<file path="src/rtl/link_sync_mon.sv">
// link_sync_mon: per-cycle sync monitor for NLINK trigger links with fault attribution
//   in : clock, global_reset_n (async, active low), ttc_resync, kchar[8*NLINK], link_en, link_good,
//        lt_trg_err, sync_done, rxd_int_delay[4], err_thresh[THRW], lostsync_clr
//   out: synced, lostsync (sticky), link_lostsync (sticky), link_err_cnt[CNTW*NLINK], mon_active
module link_sync_mon #(
  parameter int          NLINK   = 5,
  parameter logic [7:0]  KCHAR_A = 8'hBC,
  parameter logic [7:0]  KCHAR_B = 8'hFC,
  parameter int          CNTW    = 8,
  parameter int          THRW    = 4,
  parameter int          GOODW   = 2
) (
  input  logic                  clock,
  input  logic                  global_reset_n,
  input  logic                  ttc_resync,
  input  logic [8*NLINK-1:0]    kchar,
  input  logic [NLINK-1:0]      link_en,
  input  logic [NLINK-1:0]      link_good,
  input  logic [NLINK-1:0]      lt_trg_err,
  input  logic [NLINK-1:0]      sync_done,
  input  logic [3:0]            rxd_int_delay,
  input  logic [THRW-1:0]       err_thresh,
  input  logic                  lostsync_clr,
  output logic                  synced,
  output logic                  lostsync,
  output logic [NLINK-1:0]      link_lostsync,
  output logic [CNTW*NLINK-1:0] link_err_cnt,
  output logic                  mon_active
);
  typedef enum logic [1:0] {S_IDLE, S_WAIT_DONE, S_MONITOR} state_t;
  state_t state_q, state_d;
  logic [NLINK-1:0][15:0] err_sr_q, err_sr_d;
  logic [15:0] done_sr_q, done_sr_d;
  logic [NLINK-1:0][GOODW-1:0] good_cnt_q, good_cnt_d;
  logic [NLINK-1:0][CNTW-1:0] err_cnt_q, err_cnt_d;
  logic [NLINK-1:0] link_lost_q, link_lost_d;
  logic [THRW-1:0] run_q, run_d, thr;
  logic synced_q, synced_d, lostsync_q, lostsync_d, mon_active_q, mon_active_d;
  logic [NLINK-1:0] checked, bad, dly_err;
  logic [7:0] ref_k;
  logic gbad, cycle_bad, in_mon, done_dly;
  always_comb begin
    done_sr_d = {done_sr_q[14:0], &(sync_done | ~link_en)};
    done_dly = done_sr_q[rxd_int_delay];
    err_sr_d = err_sr_q;
    good_cnt_d = good_cnt_q;
    checked = '0;
    dly_err = '0;
    ref_k = KCHAR_A;
    // descending scan so the lowest-index checked link ends up as reference
    for (int i = NLINK - 1; i >= 0; i--) begin
      err_sr_d[i] = {err_sr_q[i][14:0], lt_trg_err[i]};
      dly_err[i] = err_sr_q[i][rxd_int_delay];
      good_cnt_d[i] = !(link_en[i] && link_good[i]) ? '0 :
                      (&good_cnt_q[i]) ? good_cnt_q[i] : good_cnt_q[i] + GOODW'(1);
      checked[i] = link_en[i] & link_good[i] & (&good_cnt_q[i]);
      if (checked[i]) ref_k = kchar[8*i +: 8];
    end
    bad = '0;
    gbad = 1'b0;
    for (int i = 0; i < NLINK; i++) begin
      bad[i] = checked[i] & (((kchar[8*i +: 8] != KCHAR_A) && (kchar[8*i +: 8] != KCHAR_B)) ||
                             (kchar[8*i +: 8] != ref_k) || dly_err[i]);
      // trigger errors on enabled-but-unsettled links still count, just unattributed
      gbad = gbad | (link_en[i] & ~checked[i] & dly_err[i]);
    end
    cycle_bad = (|checked) & ((|bad) | gbad);
    in_mon = (state_q == S_MONITOR);
    thr = (err_thresh == '0) ? THRW'(1) : err_thresh;
    run_d = (in_mon && cycle_bad) ? ((&run_q) ? run_q : run_q + THRW'(1)) : '0;
    synced_d = !(in_mon && (run_d >= thr));
    lostsync_d = (lostsync_q & ~lostsync_clr) | ~synced_d;
    link_lost_d = '0;
    err_cnt_d = err_cnt_q;
    for (int i = 0; i < NLINK; i++) begin
      link_lost_d[i] = (link_lost_q[i] & ~lostsync_clr) | (in_mon & bad[i]);
      err_cnt_d[i] = (in_mon && bad[i]) ? (lostsync_clr ? CNTW'(1) :
                                           (&err_cnt_q[i]) ? err_cnt_q[i] : err_cnt_q[i] + CNTW'(1)) :
                     lostsync_clr ? '0 : err_cnt_q[i];
    end
    state_d = ttc_resync ? S_IDLE : (state_q == S_IDLE) ? S_WAIT_DONE :
              done_dly ? S_MONITOR : S_WAIT_DONE;
    mon_active_d = (state_d == S_MONITOR);
  end
  always_ff @(posedge clock or negedge global_reset_n) begin
    if (!global_reset_n) begin
      state_q <= S_IDLE;
      err_sr_q <= '0;
      done_sr_q <= '0;
      good_cnt_q <= '0;
      err_cnt_q <= '0;
      link_lost_q <= '0;
      run_q <= '0;
      synced_q <= 1'b1;
      lostsync_q <= 1'b0;
      mon_active_q <= 1'b0;
    end else begin
      state_q <= state_d;
      err_sr_q <= err_sr_d;
      done_sr_q <= done_sr_d;
      good_cnt_q <= good_cnt_d;
      err_cnt_q <= err_cnt_d;
      link_lost_q <= link_lost_d;
      run_q <= run_d;
      synced_q <= synced_d;
      lostsync_q <= lostsync_d;
      mon_active_q <= mon_active_d;
    end
  end
  assign synced = synced_q;
  assign lostsync = lostsync_q;
  assign link_lostsync = link_lost_q;
  assign link_err_cnt = err_cnt_q;
  assign mon_active = mon_active_q;
endmodule

</file>
<file path="config.mk">
export PLATFORM = sky130hd
export DESIGN_NAME = link_sync_mon
export DESIGN_NICKNAME = d
export VERILOG_FILES = /design/src/rtl/link_sync_mon.sv
export SDC_FILE = /design/constraint.sdc
export NUM_CORES = 1
export LEC_CHECK = 0
export CAP_MARGIN = 20
export CORE_MARGIN = 2
export CORE_UTILIZATION = 30
export CTS_CLUSTER_SIZE = 20
export DETAILED_ROUTE_END_ITERATION = 16
export DONT_BUFFER_PORTS = 1
export PLACE_DENSITY = 0.45
export SLEW_MARGIN = 10
export SYNTH_ARGS = -nofsm -noshare
export SYNTH_HDL_FRONTEND = slang
export SYNTH_SLANG_ARGS = --single-unit
</file>
<file path="constraint.sdc">
create_clock -name clock -period 4.4 [get_ports clock]
set_clock_uncertainty 0.15 [all_clocks]
set_input_delay 0.22 -clock clock [delete_from_list [all_inputs] [get_ports clock]]
set_output_delay 0.22 -clock clock [all_outputs]
set_load 0.05 [all_outputs]
</file>
==> impl_metrics.prom, run 1 <==
# TYPE chip_impl_metric gauge
chip_impl_metric{name="post_route_cells_drive_above_1_share",unit="%"} 16.4
chip_impl_info{name="rsz_0062_raised_after_global_routing",value="false"} 1
chip_impl_metric{name="place_congestion",unit=""} 0.925
chip_impl_metric{name="route.antenna.remaining_nets",unit=""} 0
chip_impl_metric{name="worst-endpoint-arrival",unit="ns"} 4.29
chip_impl_metric{name="synthDistinctLibCells",unit=""} 87
chip_impl_info{name="yosys_most_used_dff",value="sky130_fd_sc_hd__dfrtp_1"} 1
chip_impl_metric{name="syn_avg_cell_area",unit="µm²"} 11.3
chip_impl_metric{name="routed_wirelength",unit="mm"} 23.1
chip_impl_metric{name="ys_seq_elements",unit=""} 160
chip_impl_metric{name="irDropWorstVdd",unit="µV"} 192
chip_impl_metric{name="relSlewSlack",unit="%"} 42.4
chip_impl_metric{name="syn_area",unit="µm²"} 8060
chip_impl_info{name="cp_cell_sequence",value="ha_1 -> and3_2 -> buf_4 -> o31ai_1 -> a22oi_1 -> buf_4 -> and4b_1 -> and4bb_1 -> a21oi_1 -> nor3b_1 -> buf_4 -> a21bo_1 -> ha_1 -> nand2b_1 -> a21o_1 -> a21oi_1 -> nor2b_1 -> o21ai_1 -> o21ai_0"} 1
chip_impl_metric{name="filler_cell_count",unit=""} 2551
chip_impl_metric{name="num-nets-final",unit=""} 830
chip_impl_info{name="setup.worst_path.start_class",value="flop"} 1
chip_impl_metric{name="htreeDepth",unit=""} 4
chip_impl_metric{name="clkSlewWorstSetupHoldPaths",unit="ns"} 0.07
chip_impl_metric{name="drt-wirelength-per-cell",unit="µm"} 21.2
chip_impl_metric{name="max_cap_violations",unit=""} 0
chip_impl_metric{name="critPathMaxFanout",unit=""} 11
chip_impl_metric{name="final_cell_count_no_fill",unit=""} 1091
chip_impl_metric{name="worstMarginPinSlew",unit="ns"} 0.864
chip_impl_metric{name="power_per_cell_area",unit="nW/µm²"} 346
chip_impl_metric{name="slew_viol_final",unit=""} 0
chip_impl_metric{name="die_h",unit="µm"} 168
chip_impl_metric{name="multi_input_gate_area_in_the_final_layout",unit="µm²"} 3810
chip_impl_metric{name="core_area",unit="µm²"} 26200
chip_impl_metric{name="grt_pass1_vias",unit=""} 6228
chip_impl_metric{name="viasPerCell",unit=""} 5.61
chip_impl_metric{name="yosysWarningCount",unit=""} 0
chip_impl_info{name="run_status",value="completed"} 1
chip_impl_metric{name="cts_post_setup_buffers_inserted",unit=""} 0
chip_impl_info{name="final_common_cell",value="sky130_fd_sc_hd__dfrtp_1"} 1
chip_impl_info{name="cpLargestDelayFamily",value="compound AO/OA/AOI/OAI gates"} 1
chip_impl_metric{name="initial_utilization",unit="%"} 30.7
chip_impl_metric{name="synth_edf_count",unit=""} 0
chip_impl_metric{name="detailed_router_s_first_iteration_violation_count",unit=""} 479
chip_impl_info{name="hold_path.class",value="input pin to flop"} 1
chip_impl_metric{name="min_period",unit="ns"} 4.14
chip_impl_info{name="cts_tree",value="built"} 1
chip_impl_metric{name="critical_path.n_buffers_inverters",unit=""} 3
chip_impl_metric{name="drt_pass1_iterations",unit=""} 5
chip_impl_info{name="highest_count_cells_in_the_layout_ignoring_fill_and_taps",value="sky130_fd_sc_hd__dfrtp_1, sky130_fd_sc_hd__nor2_1, sky130_fd_sc_hd__nand2_1"} 1
chip_impl_metric{name="row_count",unit=""} 59
chip_impl_metric{name="routed-via-count",unit=""} 6120
chip_impl_info{name="root_buffer_master",value="sky130_fd_sc_hd__clkbuf_16"} 1
chip_impl_metric{name="port_buffers",unit=""} 0
chip_impl_metric{name="clock_sink_count",unit=""} 160
chip_impl_info{name="worst-setup-path-type",value="flop to flop"} 1
chip_impl_info{name="cp_common_cell",value="sky130_fd_sc_hd__buf_4"} 1
chip_impl_metric{name="syn_nets",unit=""} 797
chip_impl_metric{name="die_width",unit="µm"} 168
chip_impl_metric{name="cts_buffer_depth",unit=""} 2
chip_impl_metric{name="fmax",unit="MHz"} 241
chip_impl_metric{name="number_of_antenna_violations_at_the_first_check_in_global_routing",unit=""} 0
chip_impl_metric{name="top_level_ports",unit=""} 120
chip_impl_metric{name="hpwl",unit="mm"} 16.6
chip_impl_metric{name="setup_total_negative_slack",unit="ns"} 0
chip_impl_metric{name="antenna_cells_inserted",unit=""} 0
chip_impl_metric{name="maximum_number_of_pins_on_one_net_before_global_route_repair",unit=""} 161
chip_impl_metric{name="finished_core_util",unit="%"} 35.9
chip_impl_metric{name="placedInstanceArea",unit="µm²"} 8450
chip_impl_metric{name="ys_async_sr_fraction",unit="%"} 100
chip_impl_metric{name="report.final.hold_viol_count",unit=""} 0
chip_impl_info{name="timing.critical_path.to_type",value="flop"} 1
chip_impl_metric{name="cts_made_buffers",unit=""} 17
chip_impl_metric{name="hold_slack",unit="ns"} 0.0590
chip_impl_info{name="critical_path.slowest_cell",value="sky130_fd_sc_hd__o31ai_1"} 1
chip_impl_metric{name="drcViolationCount",unit=""} 0
chip_impl_metric{name="worstPathRequired",unit="ns"} 4.55
chip_impl_metric{name="setup_viol",unit=""} 0
chip_impl_metric{name="final-seq-area",unit="µm²"} 4010
chip_impl_metric{name="power.static_leakage",unit="nW"} 3.86
chip_impl_metric{name="netlist_instances",unit=""} 710
chip_impl_metric{name="finalInstanceArea",unit="µm²"} 9420
chip_impl_metric{name="finalCritPeriodShare",unit="%"} 94.1
chip_impl_metric{name="clock_latency",unit="ns"} 0.43
chip_impl_metric{name="place.detailed.instances",unit=""} 1033
chip_impl_metric{name="grt_usage",unit="%"} 16.7
chip_impl_metric{name="slowest_delay",unit="ns"} 0.41
chip_impl_metric{name="grt_remaining_overflow",unit=""} 0
chip_impl_metric{name="design.die.area",unit="µm²"} 28200
chip_impl_metric{name="area.growth.synth_to_final",unit="%"} 16.9
chip_impl_metric{name="portion_of_the_post_synthesis_area_used_by_sequential_elements",unit="%"} 49.7
chip_impl_metric{name="grt_pass1_wl",unit="mm"} 36.4
final timing paths:
check	from	end	slack, ns	cells past startpoint
setup reg to reg	good_cnt_q[6]$_DFFE_PN0N_	lostsync$_DFF_PN0_	0.26	19
min in group asynchronous	global_reset_n	link_err_cnt[28]$_DFFE_PN0P_	0.29	2
max in group asynchronous	global_reset_n	err_sr_d[26]$_DFF_PN0_	3.10	2
hold reg to reg	err_sr_d[47]$_DFF_PN0_	err_sr_q[47]$_DFF_PN0_	0.22	0
hold / removal	rxd_int_delay[2]	state_q[0]$_DFF_PN0_	0.06	3
setup / recovery	good_cnt_q[6]$_DFFE_PN0N_	lostsync$_DFF_PN0_	0.26	19
stage by stage:
step	setup WS (ns)	power, mW
after CTS	0.0277	3.32
after global routing	0.0158	3.40
after global placement	0.0694	1.73
final	0.258	3.26
after floorplan	0.383	1.71
after detailed placement	0.0524	1.73
cells in the mapped netlist (all sizes together) (15+ instances only):
cell	instances	area [µm²]
dfrtp	159	3980
nor2	46	173
nand2	39	146
nand3	37	208
a21oi	36	180
inv	27	101
mux4	24	541
buf	23	153
and3	21	138
o21ai	21	105
ha	15	188
o31ai	15	131
report_power, final:
| group | switching [mW] | total [mW] | internal [mW] |
|---|---|---|---|
| logic | 0.105 | 0.206 | 0.101 |
| clock network | 0.721 | 1.49 | 0.774 |
| registers | 0.0313 | 1.56 | 1.53 |
| total | 0.857 | 3.26 | 2.40 |
worst min-delay path: stages:
cell and delay, ns:
sky130_fd_sc_hd__mux4_2 0.17, sky130_fd_sc_hd__o21a_1 0.15, sky130_fd_sc_hd__nor2_1 0.05
state kept, by name (all words and copies together), names as in the netlist:
register / cells
done_sr_q: 16
err_sr_d: 75
err_sr_q: 5
good_cnt_q: 10
link_err_cnt: 40
link_lostsync: 5
lostsync: 1
mon_active: 1
run_q: 4
state_q: 2
synced: 1
cell families (layout without fill, tap and decap cells):
group / Yosys count / after routing / synth area share [%]
xor gates and xnor gates: 19 / 19 / 2.07
DFF: 160 / 160 / 49.7
buffers and inverters: 63 / 109 / 3.76
adders and majority gates: 15 / 15 / 2.33
and+or+nand+nor: 241 / 241 / 17.0
muxes: 40 / 40 / 8.78
AOI/OAI and AO/OA: 172 / 172 / 16.3
what timing repair did:
item / in CTS / in global routing
gates resized for setup: 0 / 16
hold buffers: 26 / 0
endpoints found under the setup margin: 0 / 2
endpoints found under the hold margin: 218 / 0
metal layers:
layer  share of wire (%)  global-route usage (%)
met1                  44                    21.6
met2                  48                    26.6
met3                 6.4                    4.87
met4                 2.2                    6.16
met5                   0                       0
area by class of cell:
cell class | count | share of cell area (%)
clock inverter | 15 | 2.02
inverter | 28 | 1.12
clock buffer | 17 | 4.52
timing repair buffer | 49 | 4.89
tap | 335 | 4.45
multi-input combinational | 487 | 40.5
sequential | 160 | 42.5
(Power assumes the default switching activity.)
==> inputs of run 2 (changes only) <==
Settings changed: CORE_UTILIZATION 30 to 55, PLACE_DENSITY 0.45 to 0.71.
==> impl_metrics.prom, run 2 (synthesis gave the netlist of run 1 again) <==
# TYPE chip_impl_metric gauge
chip_impl_metric{name="die_h",unit="µm"} 125
chip_impl_info{name="worst_r2r_startpoint",value="good_cnt_q[2]$_DFFE_PN0N_"} 1
chip_impl_metric{name="route.antenna.remaining_nets",unit=""} 0
chip_impl_metric{name="worstPathRequired",unit="ns"} 4.56
chip_impl_metric{name="placedInstanceArea",unit="µm²"} 8250
chip_impl_metric{name="power.static_leakage",unit="nW"} 3.86
chip_impl_metric{name="detailed_router_s_first_iteration_violation_count",unit=""} 511
chip_impl_metric{name="grt_remaining_overflow",unit=""} 0
chip_impl_metric{name="drt_pass1_iterations",unit=""} 5
chip_impl_metric{name="clock_latency",unit="ns"} 0.43
chip_impl_metric{name="min_period",unit="ns"} 4.11
chip_impl_metric{name="initial_utilization",unit="%"} 55.8
chip_impl_metric{name="port_buffers",unit=""} 0
chip_impl_info{name="r2r_end",value="lostsync$_DFF_PN0_"} 1
chip_impl_metric{name="report.final.hold_viol_count",unit=""} 0
chip_impl_metric{name="timing.final.ws_setup",unit="ns"} 0.290
chip_impl_metric{name="finalInstanceArea",unit="µm²"} 9210
chip_impl_metric{name="post_route_cells_drive_above_1_share",unit="%"} 16.6
chip_impl_metric{name="filler_cell_count",unit=""} 1104
chip_impl_metric{name="die_width",unit="µm"} 125
chip_impl_metric{name="irDropWorstVdd",unit="µV"} 439
chip_impl_metric{name="top_level_ports",unit=""} 120
chip_impl_metric{name="grt_pass1_vias",unit=""} 6284
chip_impl_metric{name="grt_usage",unit="%"} 27.6
chip_impl_metric{name="htreeDepth",unit=""} 4
chip_impl_metric{name="max_cap_violations",unit=""} 0
chip_impl_metric{name="maximum_number_of_pins_on_one_net_before_global_route_repair",unit=""} 161
chip_impl_metric{name="cts_buffer_depth",unit=""} 2
chip_impl_metric{name="dp_worst_setup_slack",unit="ns"} 0.0455
chip_impl_metric{name="setup_total_negative_slack",unit="ns"} 0
chip_impl_metric{name="finalCritPeriodShare",unit="%"} 93.4
chip_impl_metric{name="finished_core_util",unit="%"} 63.9
chip_impl_metric{name="hpwl",unit="mm"} 14.8
chip_impl_info{name="run_status",value="completed"} 1
chip_impl_metric{name="design.die.area",unit="µm²"} 15600
chip_impl_metric{name="place_congestion",unit=""} 0.980
chip_impl_info{name="rsz_0062_raised_after_global_routing",value="false"} 1
chip_impl_info{name="hold_path_end",value="state_q[0]$_DFF_PN0_"} 1
chip_impl_info{name="cts_tree",value="built"} 1
chip_impl_info{name="final_common_cell",value="sky130_fd_sc_hd__dfrtp_1"} 1
chip_impl_metric{name="clkSlewWorstSetupHoldPaths",unit="ns"} 0.07
chip_impl_metric{name="grt_pass1_wl",unit="mm"} 33.9
chip_impl_info{name="setup.worst_path.start_class",value="flop"} 1
chip_impl_metric{name="drcViolationCount",unit=""} 0
chip_impl_metric{name="worstMarginPinSlew",unit="ns"} 0.813
chip_impl_metric{name="largest_register_ffs",unit=""} 75
chip_impl_metric{name="slew_viol_final",unit=""} 0
chip_impl_metric{name="worst_hold_path.num_cells",unit=""} 3
chip_impl_metric{name="routed-via-count",unit=""} 6312
chip_impl_info{name="hold_path.class",value="input pin to flop"} 1
chip_impl_metric{name="row_count",unit=""} 44
chip_impl_metric{name="fmax",unit="MHz"} 243
chip_impl_metric{name="power_per_cell_area",unit="nW/µm²"} 355
chip_impl_metric{name="viasPerCell",unit=""} 6.71
chip_impl_info{name="worst-setup-path-type",value="flop to flop"} 1
chip_impl_metric{name="ff2ff_setup_slack",unit="ns"} 0.29
chip_impl_metric{name="ff2ff_path_depth",unit=""} 19
chip_impl_metric{name="clock_sink_count",unit=""} 160
chip_impl_metric{name="antenna_cells_inserted",unit=""} 0
chip_impl_info{name="highest_count_cells_in_the_layout_ignoring_fill_and_taps",value="sky130_fd_sc_hd__dfrtp_1, sky130_fd_sc_hd__nor2_1, sky130_fd_sc_hd__nand2_1"} 1
chip_impl_metric{name="critPathMaxFanout",unit=""} 8
chip_impl_info{name="root_buffer_master",value="sky130_fd_sc_hd__clkbuf_16"} 1
chip_impl_metric{name="worst-endpoint-arrival",unit="ns"} 4.27
chip_impl_metric{name="setup_viol",unit=""} 0
chip_impl_metric{name="area.growth.synth_to_final",unit="%"} 14.4
chip_impl_metric{name="cts_made_buffers",unit=""} 17
chip_impl_metric{name="relSlewSlack",unit="%"} 45.8
chip_impl_info{name="timing.hold.worst.start",value="rxd_int_delay[2]"} 1
chip_impl_metric{name="drt-wirelength-per-cell",unit="µm"} 22.7
chip_impl_metric{name="number_of_antenna_violations_at_the_first_check_in_global_routing",unit=""} 0
chip_impl_metric{name="core_area",unit="µm²"} 14400
chip_impl_info{name="timing.critical_path.to_type",value="flop"} 1
chip_impl_metric{name="num-nets-final",unit=""} 831
chip_impl_metric{name="routed_wirelength",unit="mm"} 21.4
-- run 2: cell count changes in the layout (fill, tap and decap cells not counted), sizes merged --
cell	delta
dlygate4sd3	-1
clkbuf	+2
bufinv	+2
buf	+1
and3	+1
clkinv	-4
-- run 2: worst max-delay path by stage --
stage                                         start                  to  slack [ns]
after floorplan           good_cnt_q[8]$_DFFE_PN0P_  lostsync$_DFF_PN0_        0.38
after global placement    good_cnt_q[0]$_DFFE_PN0N_  lostsync$_DFF_PN0_        0.21
after detailed placement  good_cnt_q[4]$_DFFE_PN0N_  lostsync$_DFF_PN0_        0.05
after CTS                 good_cnt_q[4]$_DFFE_PN0N_  lostsync$_DFF_PN0_       0.004
after global routing      good_cnt_q[2]$_DFFE_PN0N_  lostsync$_DFF_PN0_       0.005
final                     good_cnt_q[2]$_DFFE_PN0N_  lostsync$_DFF_PN0_        0.29
-- run 2: cell type report --
class                   instances  area, µm²  share of cell area, %
multi-input cells             488       3810                   41.3
clock buffers                  19        453                   4.92
repair buffers                 49        462                   5.01
flip-flops and latches        160       4010                   43.5
well taps                     184        230                   2.50
clock inverters                13        150                   1.63
inverters                      28        105                   1.14
-- run 2: repair_timing --
item | CTS | global route
endpoints found under the setup margin | 0 | 2
resized for setup | 0 | 18
hold buffers | 25 | 0
hold endpoints to repair | 218 | 0
buffers inserted | 0 | 2
-- run 2: through the flow --
step / total power, mW / instances / hold WS, ns
after floorplan: 1.71 / 710 / -0.226
after global placement: 1.72 / 881 / -0.222
after detailed placement: 1.73 / 881 / -0.221
after CTS: 3.30 / 938 / 0.0183
after global routing: 3.38 / 941 / 0.0340
final: 3.27 / 941 / 0.0313
-- run 2: where the power goes --
group          switching [mW]  internal (mW)  leakage (nW)
clock network           0.630          0.878         0.291
logic                   0.103          0.100          1.55
registers              0.0331           1.53          2.02
total                   0.766           2.51          3.86
-- run 2: metal layers --
metal  vias to the layer above  track usage, %  part of all wire [%]  wire length, µm
met3                        48            7.49                   7.8             1660
met4                         0            12.1                   3.0              639
li1                       2799               -                     -                -
met5                         -               0                     0                0
met1                      3172            36.6                    41             8810
met2                       293            43.2                    48            10300
-- run 2: critical path, stage by stage (launching register included) --
cell                       delay (ns)
sky130_fd_sc_hd__dfrtp_1         0.40
sky130_fd_sc_hd__ha_2            0.24
sky130_fd_sc_hd__and3_2          0.27
sky130_fd_sc_hd__buf_4           0.19
sky130_fd_sc_hd__o311ai_1        0.28
sky130_fd_sc_hd__buf_4           0.17
sky130_fd_sc_hd__a22o_1          0.19
sky130_fd_sc_hd__o211a_1         0.17
sky130_fd_sc_hd__nand3_1         0.14
sky130_fd_sc_hd__o31a_1          0.33
sky130_fd_sc_hd__a21oi_1         0.16
sky130_fd_sc_hd__buf_4           0.16
sky130_fd_sc_hd__a21bo_1         0.11
sky130_fd_sc_hd__ha_1            0.22
sky130_fd_sc_hd__nand2b_1        0.14
sky130_fd_sc_hd__a21o_1          0.17
sky130_fd_sc_hd__a21oi_1         0.13
sky130_fd_sc_hd__nor2b_1         0.06
sky130_fd_sc_hd__o21ai_0         0.19
sky130_fd_sc_hd__o21ai_0         0.12
==> inputs of run 3 (changes only) <==
Settings changed: PLACE_DENSITY 0.71 to 0.74.
Clock period 4.4 ns to 3.6 ns, I/O delays scaled along.
==> impl_metrics.prom, run 3 (synthesis gave the netlist of run 1 again) <==
# TYPE chip_impl_metric gauge
chip_impl_info{name="run_status",value="complete, but fails checks"} 1
chip_impl_info{name="violations",value="hold timing, setup timing"} 1
chip_impl_info{name="critical_path.slowest_cell",value="sky130_fd_sc_hd__or4_4"} 1
chip_impl_metric{name="core_area",unit="µm²"} 14400
chip_impl_metric{name="timing.final.ws_setup",unit="ns"} -0.172
chip_impl_metric{name="grt_util_met1",unit="%"} 39.3
chip_impl_metric{name="drt_pass1_iterations",unit=""} 5
chip_impl_metric{name="p_total",unit="mW"} 4.01
chip_impl_metric{name="fmax",unit="MHz"} 265
chip_impl_metric{name="global_route.usage.met3",unit="%"} 7.27
chip_impl_metric{name="route.antenna.remaining_nets",unit=""} 0
chip_impl_info{name="rsz_0062_raised_after_global_routing",value="true"} 1
chip_impl_metric{name="hold_slack",unit="ns"} -0.710
chip_impl_metric{name="row_count",unit=""} 44
chip_impl_metric{name="antenna_cells_inserted",unit=""} 0
chip_impl_info{name="setup.worst_path.start_class",value="flop"} 1
chip_impl_metric{name="drt-wirelength-per-cell",unit="µm"} 22.2
chip_impl_metric{name="num-nets-final",unit=""} 915
chip_impl_info{name="busiest_layer",value="met2"} 1
chip_impl_metric{name="viasPerCell",unit=""} 6.46
chip_impl_info{name="cp_cell_sequence",value="ha_4 -> buf_6 -> and4_4 -> a311oi_4 -> nor4_2 -> a211o_1 -> or4_4 -> o21ai_2 -> nor3b_4 -> a21oi_1 -> ha_1 -> a21o_1 -> a21oi_2 -> nor2b_1 -> o21ai_2 -> o21ai_1"} 1
chip_impl_metric{name="power_per_cell_area",unit="nW/µm²"} 398
chip_impl_metric{name="grt_pass1_wl",unit="mm"} 37.0
chip_impl_metric{name="place.detailed.instances",unit=""} 954
chip_impl_metric{name="irDropWorstVdd",unit="µV"} 479
chip_impl_metric{name="grt_pass1_vias",unit=""} 6810
chip_impl_metric{name="port_buffers",unit=""} 0
chip_impl_info{name="timing.critical_path.to_type",value="flop"} 1
chip_impl_metric{name="worst-endpoint-arrival",unit="ns"} 3.94
chip_impl_metric{name="min_period",unit="ns"} 3.77
chip_impl_metric{name="grt_usage",unit="%"} 30.2
chip_impl_metric{name="detailed_router_s_first_iteration_violation_count",unit=""} 482
chip_impl_metric{name="worstPathRequired",unit="ns"} 3.76
chip_impl_metric{name="worstMarginPinSlew",unit="ns"} 0.677
chip_impl_info{name="cpLargestDelayFamily",value="compound AO/OA/AOI/OAI gates"} 1
chip_impl_metric{name="max_cap_violations",unit=""} 0
chip_impl_metric{name="placedInstanceArea",unit="µm²"} 8920
chip_impl_metric{name="slew_viol_final",unit=""} 0
chip_impl_metric{name="routed-via-count",unit=""} 6620
chip_impl_metric{name="number_of_antenna_violations_at_the_first_check_in_global_routing",unit=""} 0
chip_impl_metric{name="cts_buffer_depth",unit=""} 2
chip_impl_info{name="highest_count_cells_in_the_layout_ignoring_fill_and_taps",value="sky130_fd_sc_hd__dfrtp_1, sky130_fd_sc_hd__buf_4, sky130_fd_sc_hd__nor2_1"} 1
chip_impl_metric{name="grt_remaining_overflow",unit=""} 0
chip_impl_metric{name="die_h",unit="µm"} 125
chip_impl_info{name="root_buffer_master",value="sky130_fd_sc_hd__clkbuf_16"} 1
chip_impl_metric{name="setup_total_negative_slack",unit="ns"} -0.333
chip_impl_metric{name="relSlewSlack",unit="%"} 54.9
chip_impl_metric{name="place_congestion",unit=""} 0.946
chip_impl_metric{name="cts_hold_repair.buffers",unit=""} 23
chip_impl_info{name="final_common_cell",value="sky130_fd_sc_hd__dfrtp_1"} 1
chip_impl_metric{name="critical_path_cell_count",unit=""} 16
chip_impl_metric{name="largest_register_ffs",unit=""} 75
chip_impl_metric{name="critical_path.n_buffers_inverters",unit=""} 1
chip_impl_metric{name="power.static_leakage",unit="nW"} 4.32
chip_impl_info{name="worst-setup-path-type",value="flop to flop"} 1
chip_impl_metric{name="clkSlewWorstSetupHoldPaths",unit="ns"} 0.07
chip_impl_metric{name="hpwl",unit="mm"} 16.0
chip_impl_metric{name="total_switching_power",unit="mW"} 0.995
chip_impl_metric{name="finalInstanceArea",unit="µm²"} 10100
chip_impl_metric{name="final_cell_count_no_fill",unit=""} 1025
chip_impl_metric{name="report.final.hold_viol_count",unit=""} 160
chip_impl_metric{name="setup_viol",unit=""} 2
chip_impl_metric{name="maximum_number_of_pins_on_one_net_before_global_route_repair",unit=""} 161
chip_impl_metric{name="slowest_delay",unit="ns"} 0.49
chip_impl_metric{name="seqPwrFrac",unit="%"} 47.6
chip_impl_metric{name="comb_power_share",unit="%"} 6.4
chip_impl_metric{name="area.growth.synth_to_final",unit="%"} 25.0
chip_impl_metric{name="cell_internal_pwr",unit="mW"} 3.01
chip_impl_metric{name="grtUsageMet2",unit="%"} 48.3
chip_impl_metric{name="critPathMaxFanout",unit=""} 4
chip_impl_metric{name="routed_wirelength",unit="mm"} 22.8
chip_impl_metric{name="clock_latency",unit="ns"} 0.43
chip_impl_metric{name="htreeDepth",unit=""} 4
chip_impl_metric{name="cts_made_buffers",unit=""} 17
chip_impl_metric{name="top_level_ports",unit=""} 120
chip_impl_metric{name="clock_sink_count",unit=""} 160
chip_impl_info{name="cp_common_cell",value="sky130_fd_sc_hd__o21ai_2"} 1
chip_impl_metric{name="ff2ff_path_depth",unit=""} 16
chip_impl_info{name="cts_tree",value="built"} 1
chip_impl_metric{name="drcViolationCount",unit=""} 0
chip_impl_metric{name="design.die.area",unit="µm²"} 15600
chip_impl_info{name="hold_path.class",value="input pin to asynchronous set/reset pin"} 1
chip_impl_metric{name="post_route_cells_drive_above_1_share",unit="%"} 27.7
chip_impl_metric{name="clock_power_share",unit="%"} 46.0
chip_impl_metric{name="finalCritPeriodShare",unit="%"} 105
chip_impl_metric{name="die_width",unit="µm"} 125
chip_impl_metric{name="initial_utilization",unit="%"} 55.8
chip_impl_metric{name="switching_fraction_of_total_power",unit="%"} 24.8
[run 3: layout make-up]
class                   instances  area, µm²
repair buffers                133       1090
well taps                     184        230
inverters                      28        105
multi-input cells             488       4030
clock inverters                15        184
fillers                      1048       4350
flip-flops and latches        160       4010
clock buffers                  17        425
[run 3: per-layer routing]
layer,part of all wire (%),vias up
met5,0,-
met4,3.8,0
met3,5.9,58
met2,49,247
met1,41,3359
li1,-,2956
[run 3: timing repair]
| item | 4_1_cts | 5_1_grt |
|---|---|---|
| resized for setup | 19 | 12 |
| endpoints found under the setup margin | 2 | 3 |
| buffers inserted | 11 | 5 |
| pin swaps | 24 | 12 |
| gates cloned | 0 | 1 |
| endpoints found under the hold margin | 217 | 160 |
[run 3: worst paths after layout]
path / from / endpoint / slack [ns]
min in group clock: kchar[16] / run_q[0]$_DFF_PN0_ / 0.03
worst max register to register: good_cnt_q[6]$_DFFE_PN0N_ / lostsync$_DFF_PN0_ / -0.17
max in group asynchronous: global_reset_n / good_cnt_q[9]$_DFFE_PN0P_ / 3.64
worst max-delay path: good_cnt_q[6]$_DFFE_PN0N_ / lostsync$_DFF_PN0_ / -0.17
worst min-delay path: global_reset_n / good_cnt_q[0]$_DFFE_PN0N_ / -0.71
worst min register to register: err_sr_d[35]$_DFF_PN0_ / err_sr_d[36]$_DFF_PN0_ / 0.22
[run 3: power by group through the flow]
stage                     clock network (mW)  registers (mW)  logic [mW]
final                                   1.85            1.91       0.255
after CTS                               1.88            1.91       0.247
after floorplan                            0            1.93       0.169
after global placement                     0            1.93       0.197
after detailed placement                   0            1.94       0.201
after global routing                    1.96            1.91       0.276
[run 3: stage by stage]
stage / utilization [%] / worst slack (ns)
after floorplan: - / 0.00731
after global placement: 61.9 / -0.434
after detailed placement: 61.9 / -0.403
after CTS: 69.1 / -0.108
after global routing: 69.8 / -0.356
final: 69.8 / -0.172
[run 3: worst register-to-register path, cell delays in order, from the launching register on]
cell and delay, ns:
sky130_fd_sc_hd__dfrtp_1 0.42, sky130_fd_sc_hd__ha_4 0.19, sky130_fd_sc_hd__buf_6 0.12, sky130_fd_sc_hd__and4_4 0.14, sky130_fd_sc_hd__a311oi_4 0.35, sky130_fd_sc_hd__nor4_2 0.10, sky130_fd_sc_hd__a211o_1 0.23, sky130_fd_sc_hd__or4_4 0.49
sky130_fd_sc_hd__o21ai_2 0.12, sky130_fd_sc_hd__nor3b_4 0.26, sky130_fd_sc_hd__a21oi_1 0.14, sky130_fd_sc_hd__ha_1 0.32, sky130_fd_sc_hd__a21o_1 0.19, sky130_fd_sc_hd__a21oi_2 0.13, sky130_fd_sc_hd__nor2b_1 0.06, sky130_fd_sc_hd__o21ai_2 0.16
sky130_fd_sc_hd__o21ai_1 0.08
